### src/rtl/sd_pkg.sv
// Shared constants, state encoding and scaling helpers for the three-phase
// sigma-delta decoder.
package sd_pkg;

    localparam int SD_IN_BW  = 16;
    localparam int DEC_LOG2  = 8;
    localparam int CIC_ORDER = 3;

    typedef enum logic {
        WARMUP = 1'b0,
        RUN    = 1'b1
    } dec_state_e;

    // Integrator/comb width: order*log2(R) bits of gain plus sign and the +/-1 input.
    function automatic int reg_bw(input int dec_log2);
        return CIC_ORDER * dec_log2 + 2;
    endfunction

    // Arithmetic right shift followed by clamping to +/-(2^(out_bw-1)-1).
    function automatic logic signed [31:0] sat_shift(input logic signed [63:0] v,
                                                     input int shift,
                                                     input int out_bw);
        logic signed [63:0] s;
        logic signed [63:0] lim;
        s   = v >>> shift;
        lim = (64'sd1 <<< (out_bw - 1)) - 64'sd1;
        if (s > lim) begin
            s = lim;
        end else if (s < -lim) begin
            s = -lim;
        end
        return s[31:0];
    endfunction

endpackage

### src/rtl/sd_cic3_decim.sv
// One phase of the decoder: +/-1 mapping, three wrapping integrators, three
// tick-clocked combs and saturating output scaling.
module sd_cic3_decim #(
    parameter int SD_IN_BW = sd_pkg::SD_IN_BW,
    parameter int DEC_LOG2 = sd_pkg::DEC_LOG2
) (
    input  logic                       clk,
    input  logic                       rst,
    input  logic                       en,
    input  logic                       tick,
    input  logic                       bit_in,
    output logic signed [SD_IN_BW-1:0] sample_next,
    output logic signed [SD_IN_BW-1:0] sample_q
);
    import sd_pkg::*;

    localparam int REG_BW = reg_bw(DEC_LOG2);
    localparam int SHIFT  = CIC_ORDER * DEC_LOG2 - (SD_IN_BW - 1);

    logic [REG_BW-1:0] x;
    logic [REG_BW-1:0] int1_q, int1_d, int2_q, int2_d, int3_q, int3_d;
    logic [REG_BW-1:0] dl1_q, dl1_d, dl2_q, dl2_d, dl3_q, dl3_d;
    logic [REG_BW-1:0] c1, c2, c3;
    logic signed [63:0] wide;
    logic signed [31:0] sat;
    logic signed [SD_IN_BW-1:0] sample_d;

    always_comb begin
        // bit 1 -> +1, bit 0 -> -1 (all ones)
        x = {{(REG_BW-1){~bit_in}}, 1'b1};

        int1_d = int1_q;
        int2_d = int2_q;
        int3_d = int3_q;
        if (en) begin
            int1_d = int1_q + x;
            int2_d = int2_q + int1_d;
            int3_d = int3_q + int2_d;
        end

        // Combs see the integrator value that already includes this cycle's bit.
        c1 = int3_d - dl1_q;
        c2 = c1 - dl2_q;
        c3 = c2 - dl3_q;

        wide        = {{(64-REG_BW){c3[REG_BW-1]}}, c3};
        sat         = sat_shift(wide, SHIFT, SD_IN_BW);
        sample_next = sat[SD_IN_BW-1:0];

        dl1_d    = dl1_q;
        dl2_d    = dl2_q;
        dl3_d    = dl3_q;
        sample_d = sample_q;
        if (tick) begin
            dl1_d    = int3_d;
            dl2_d    = c1;
            dl3_d    = c2;
            sample_d = sample_next;
        end
    end

    always_ff @(posedge clk or posedge rst) begin
        if (rst) begin
            int1_q   <= '0;
            int2_q   <= '0;
            int3_q   <= '0;
            dl1_q    <= '0;
            dl2_q    <= '0;
            dl3_q    <= '0;
            sample_q <= '0;
        end else begin
            int1_q   <= int1_d;
            int2_q   <= int2_d;
            int3_q   <= int3_d;
            dl1_q    <= dl1_d;
            dl2_q    <= dl2_d;
            dl3_q    <= dl3_d;
            sample_q <= sample_d;
        end
    end

endmodule

### src/rtl/three_phase_sd_decoder.sv
// Three-phase sigma-delta decoder: shared decimation counter, warmup FSM,
// valid strobe and imbalance flag around three CIC3 decimators.
module three_phase_sd_decoder #(
    parameter int SD_IN_BW   = sd_pkg::SD_IN_BW,
    parameter int DEC_LOG2   = sd_pkg::DEC_LOG2,
    parameter int IMB_THRESH = 1024
) (
    input  logic                       clk,
    input  logic                       rst,
    input  logic                       en,
    input  logic                       phaseA,
    input  logic                       phaseB,
    input  logic                       phaseC,
    output logic signed [SD_IN_BW-1:0] phaseAx,
    output logic signed [SD_IN_BW-1:0] phaseBx,
    output logic signed [SD_IN_BW-1:0] phaseCx,
    output logic                       valid,
    output logic                       imbalance
);
    import sd_pkg::*;

    localparam int SUM_BW = SD_IN_BW + 2;
    localparam logic [SUM_BW-1:0] THR = SUM_BW'(IMB_THRESH);

    logic [DEC_LOG2-1:0] cnt_q, cnt_d;
    logic                tick;
    dec_state_e          state_q, state_d;
    logic [1:0]          wcnt_q, wcnt_d;
    logic                valid_q, valid_d;
    logic                imb_q, imb_d;

    logic [2:0]                 bits;
    logic signed [SD_IN_BW-1:0] smp_next [3];
    logic signed [SD_IN_BW-1:0] smp_q    [3];
    logic signed [SUM_BW-1:0]   sum;
    logic [SUM_BW-1:0]          abs_sum;

    assign bits = {phaseC, phaseB, phaseA};

    for (genvar g = 0; g < 3; g++) begin : g_phase
        sd_cic3_decim #(
            .SD_IN_BW(SD_IN_BW),
            .DEC_LOG2(DEC_LOG2)
        ) u_cic (
            .clk        (clk),
            .rst        (rst),
            .en         (en),
            .tick       (tick),
            .bit_in     (bits[g]),
            .sample_next(smp_next[g]),
            .sample_q   (smp_q[g])
        );
    end

    assign tick = en && (cnt_q == '1);

    always_comb begin
        // Counter wraps naturally at R since R is a power of two.
        cnt_d = cnt_q;
        if (en) begin
            cnt_d = cnt_q + 1'b1;
        end

        state_d = state_q;
        wcnt_d  = wcnt_q;
        valid_d = 1'b0;
        case (state_q)
            WARMUP: begin
                if (tick) begin
                    if (wcnt_q == 2'd2) begin
                        state_d = RUN;
                    end else begin
                        wcnt_d = wcnt_q + 2'd1;
                    end
                end
            end
            RUN: begin
                valid_d = tick;
            end
            default: state_d = WARMUP;
        endcase

        sum = {{2{smp_next[0][SD_IN_BW-1]}}, smp_next[0]}
            + {{2{smp_next[1][SD_IN_BW-1]}}, smp_next[1]}
            + {{2{smp_next[2][SD_IN_BW-1]}}, smp_next[2]};
        abs_sum = sum[SUM_BW-1] ? SUM_BW'(-sum) : SUM_BW'(sum);

        imb_d = imb_q;
        if (tick) begin
            imb_d = (abs_sum > THR);
        end
    end

    always_ff @(posedge clk or posedge rst) begin
        if (rst) begin
            cnt_q   <= '0;
            state_q <= WARMUP;
            wcnt_q  <= '0;
            valid_q <= 1'b0;
            imb_q   <= 1'b0;
        end else begin
            cnt_q   <= cnt_d;
            state_q <= state_d;
            wcnt_q  <= wcnt_d;
            valid_q <= valid_d;
            imb_q   <= imb_d;
        end
    end

    assign phaseAx   = smp_q[0];
    assign phaseBx   = smp_q[1];
    assign phaseCx   = smp_q[2];
    assign valid     = valid_q;
    assign imbalance = imb_q;

endmodule

### config.mk
export PLATFORM = sky130hd
export DESIGN_NAME = three_phase_sd_decoder
export DESIGN_NICKNAME = d
export VERILOG_FILES = /design/src/rtl/sd_pkg.sv /design/src/rtl/sd_cic3_decim.sv /design/src/rtl/three_phase_sd_decoder.sv
export SDC_FILE = /design/constraint.sdc
export NUM_CORES = 2
export LEC_CHECK = 0
export CORE_MARGIN = 8
export CORE_UTILIZATION = 45
export DETAILED_ROUTE_END_ITERATION = 8
export RECOVER_POWER = 50
export SLEW_MARGIN = 10
export SYNTH_ARGS = -nofsm -noshare
export SYNTH_HDL_FRONTEND = slang
export SYNTH_HIERARCHICAL = 1
export SYNTH_SLANG_ARGS = --single-unit
### constraint.sdc
create_clock -name clk -period 12.5 [get_ports clk]
set_clock_uncertainty 0.2 [all_clocks]
set_input_delay 1.25 -clock clk [delete_from_list [all_inputs] [get_ports clk]]
set_output_delay 1.25 -clock clk [all_outputs]
set_load 0.01 [all_outputs]
==> flow_metrics.env <==
export IMPL_status="finished with violations"
export IMPL_violations="capacitance limit, slew limit, setup timing"
export IMPL_hold_viol=0
export IMPL_synthArstFlopShare=1.000
export IMPL_ys_ff_latch=529
export IMPL_finish_net_count=6393
export IMPL_relSlewSlack=-2.090
export IMPL_critPathSlowestCell="fa_1"
export IMPL_hold_worst_slack_ns=0.2669
export IMPL_grt_max_degree=201
export IMPL_firstDrtPassIters=7
export IMPL_clk_latency_ns=0.63
export IMPL_io_buffer_count=55
export IMPL_hpwlAfterDp_um=78520
export IMPL_drc_errors=0
export IMPL_pre_cts_slack_ns=-2.601
export IMPL_initial_core_util=0.4520
export IMPL_overflow=0
export IMPL_vias_per_cell=5.127
export IMPL_crit_required_ns=12.79
export IMPL_cts_root_buffer="clkbuf_16"
export IMPL_placed_cell_area_mm2=0.05251
export IMPL_layout_setup_ws_ns=-1.142
export IMPL_yosysMostFrequentCell="dfrtp_1"
export IMPL_coreArea_mm2=0.09291
export IMPL_crit_type="primary input to flop"
export IMPL_ant_nets=0
export IMPL_clockBufferDepth=3
export IMPL_period_needed_ns=13.64
export IMPL_vias=36880
export IMPL_die_y_um=321.5
export IMPL_synth_area_leaders="dfrtp_1 (32%), ha_1 (14%), mux2_2 (5.9%), xnor2_1 (5.6%), o21ai_0 (4.2%)"
export IMPL_slowest_delay_ns=0.53
export IMPL_syn_area_mm2=0.04199
export IMPL_grt_use_total=0.1997
export IMPL_cts_buffers=70
export IMPL_ios=56
export IMPL_grt_pass1_vias=37210
export IMPL_crit_path_end_kind="flop"
export IMPL_place_gp_congestion=0.8829
export IMPL_n_antenna_cell=0
export IMPL_die_width_um=321.5
export IMPL_finalSetupViolCount=1
export IMPL_yosysUniqueCellTypes=128
export IMPL_ys_warn_count=6
export IMPL_tightest_slew_ns=4.609
export IMPL_startpoint_type="primary input"
export IMPL_cts_tree="yes"
export IMPL_die_area_mm2=0.1033
export IMPL_syn_area_per_cell_um2=8.988
export IMPL_crit_top_cell="a21oi_2"
export IMPL_timing_rr_start="g_phase[2].u_cic/int1_q[1]"
export IMPL_drt_wl_total_um=103300
export IMPL_synth_top_cells_by_count="dfrtp_1 (529), ha_1 (466), nand2_1 (415), inv_1 (408), o21ai_0 (351)"
export IMPL_layout_drive_gt1_share=0.2976
export IMPL_cp_max_fo=4
export IMPL_synth_nets=5176
export IMPL_wire_per_inst_um=14.36
export IMPL_area_delta_synth_final_pct=33.27
export IMPL_worst_hold_path_type="flop to flop"
export IMPL_rsz0062_at_grt="yes"
export IMPL_clk_pin_slew_worst_paths_ns=0.06
export IMPL_drv_cap=9
export IMPL_synth_edf_count=0
export IMPL_ys_seq_area_frac=0.3153
export IMPL_synthCells=4672
export IMPL_synth_top_area_share=0.3153
export IMPL_crit_arrival_ns=13.94
export IMPL_synth_largest_area_cell="dfrtp_1"
export IMPL_holdBufCountCts=0
export IMPL_cts_htree_levels=3
export IMPL_final_fill_count=8150
export IMPL_clock_sinks=529
export IMPL_worstSetupStartpoint="phaseC"
export IMPL_placementRows=112
export IMPL_maxSlewViolCount=672
export IMPL_synthFlopType="dfrtp_1"
export IMPL_fmax_ghz=0.07330
export IMPL_final_core_util=0.6023
export IMPL_fin_area_mm2=0.05596
export IMPL_antenna_found_initial=3
export IMPL_drt_initial_drc_count=1518
export IMPL_worstHoldStart="cnt_q[3]"
export IMPL_finalCritPeriodShare=1.091
export IMPL_grt_pass1_wl_um=177000
[through the flow]
step / instances / TNS, ns
floorplan: 4672 / -1.544
global placement: 7016 / -2.466
detailed placement: 7016 / -2.601
CTS: 7188 / -1.015
global route: 7194 / -2.006
finish: 7194 / -1.142
[path summary, 6_finish.rpt]
kind | end | cells after the start | slack, ns
setup / recovery | imbalance | 69 | -1.14
hold / removal | cnt_q[3] | 1 | 0.27
setup reg to reg | imbalance | 66 | -0.63
hold reg to reg | cnt_q[3] | 1 | 0.27
max in group asynchronous | g_phase[1].u_cic/dl2_q[8] | 3 | 4.22
min in group asynchronous | state_q | 2 | 1.23
[worst max-delay path, delay by kind of cell]
kind,cells,cell delay [ns]
buffers and inverters,7,0.82
muxes,1,0.30
xor gates and xnor gates,8,1.39
AOI/OAI and AO/OA,30,5.25
and+or+nand+nor,14,2.06
adders and majority gates,9,2.83
[routing by layer]
metal	track usage	vias up	routed length [µm]
met1	0.2620	17380	48540
met3	0.02970	132	3415
met2	0.3472	390	49300
met5	0	-	0
met4	0.04350	0	2023
li1	-	18980	-
[cell families after synthesis]
family	share of synthesized area
flip-flops	0.3153
XOR/XNOR	0.08355
buffers and inverters	0.04854
AO/OA/AOI/OAI	0.2060
adder cells (fa/ha/maj)	0.1541
AND/OR/NAND/NOR	0.1298
multiplexers	0.06269
[flip-flops by register name (all words and copies together), names as in the netlist]
register                count
g_phase.u_cic/dl2_q        78
g_phase.u_cic/int3_q       78
valid                       1
imbalance                   1
g_phase.u_cic/dl3_q        78
state_q                     1
g_phase.u_cic/int2_q       78
g_phase.u_cic/dl1_q        78
g_phase.u_cic/sample_q     48
cnt_q                       8
g_phase.u_cic/int1_q       78
wcnt_q                      2
[final cells by class]
type | count | area [µm²] | share of cell area
sequential | 529 | 13240 | 0.2366
tap | 1254 | 1569 | 0.02804
multi-input combinational | 3621 | 27680 | 0.4946
clock inverter | 18 | 262.8 | 0.004695
inverter | 414 | 1565 | 0.02797
clock buffer | 105 | 2086 | 0.03727
timing repair buffer | 1253 | 9562 | 0.1709
[layout by cell type (no fill, tap or decap), types with 141 or more instances in the layout]
cell / count
a21o_1: 141
nand2_1: 413
dfrtp_1: 529
inv_1: 401
xnor2_1: 255
nor2_1: 315
o21ai_0: 330
buf_4: 1170
ha_1: 450
mux2_2: 217
a21oi_1: 282
[repair_timing]
action                     in CTS  in global routing
gates cloned                    1                  0
pin swaps                     121                 13
gates resized for setup       145                 26
setup endpoints to repair       1                  1
buffers inserted               48                  6
Power is left out: the tool's default activity adds up to more than one toggle a clock period on the data nets, which glitch-free logic cannot reach.
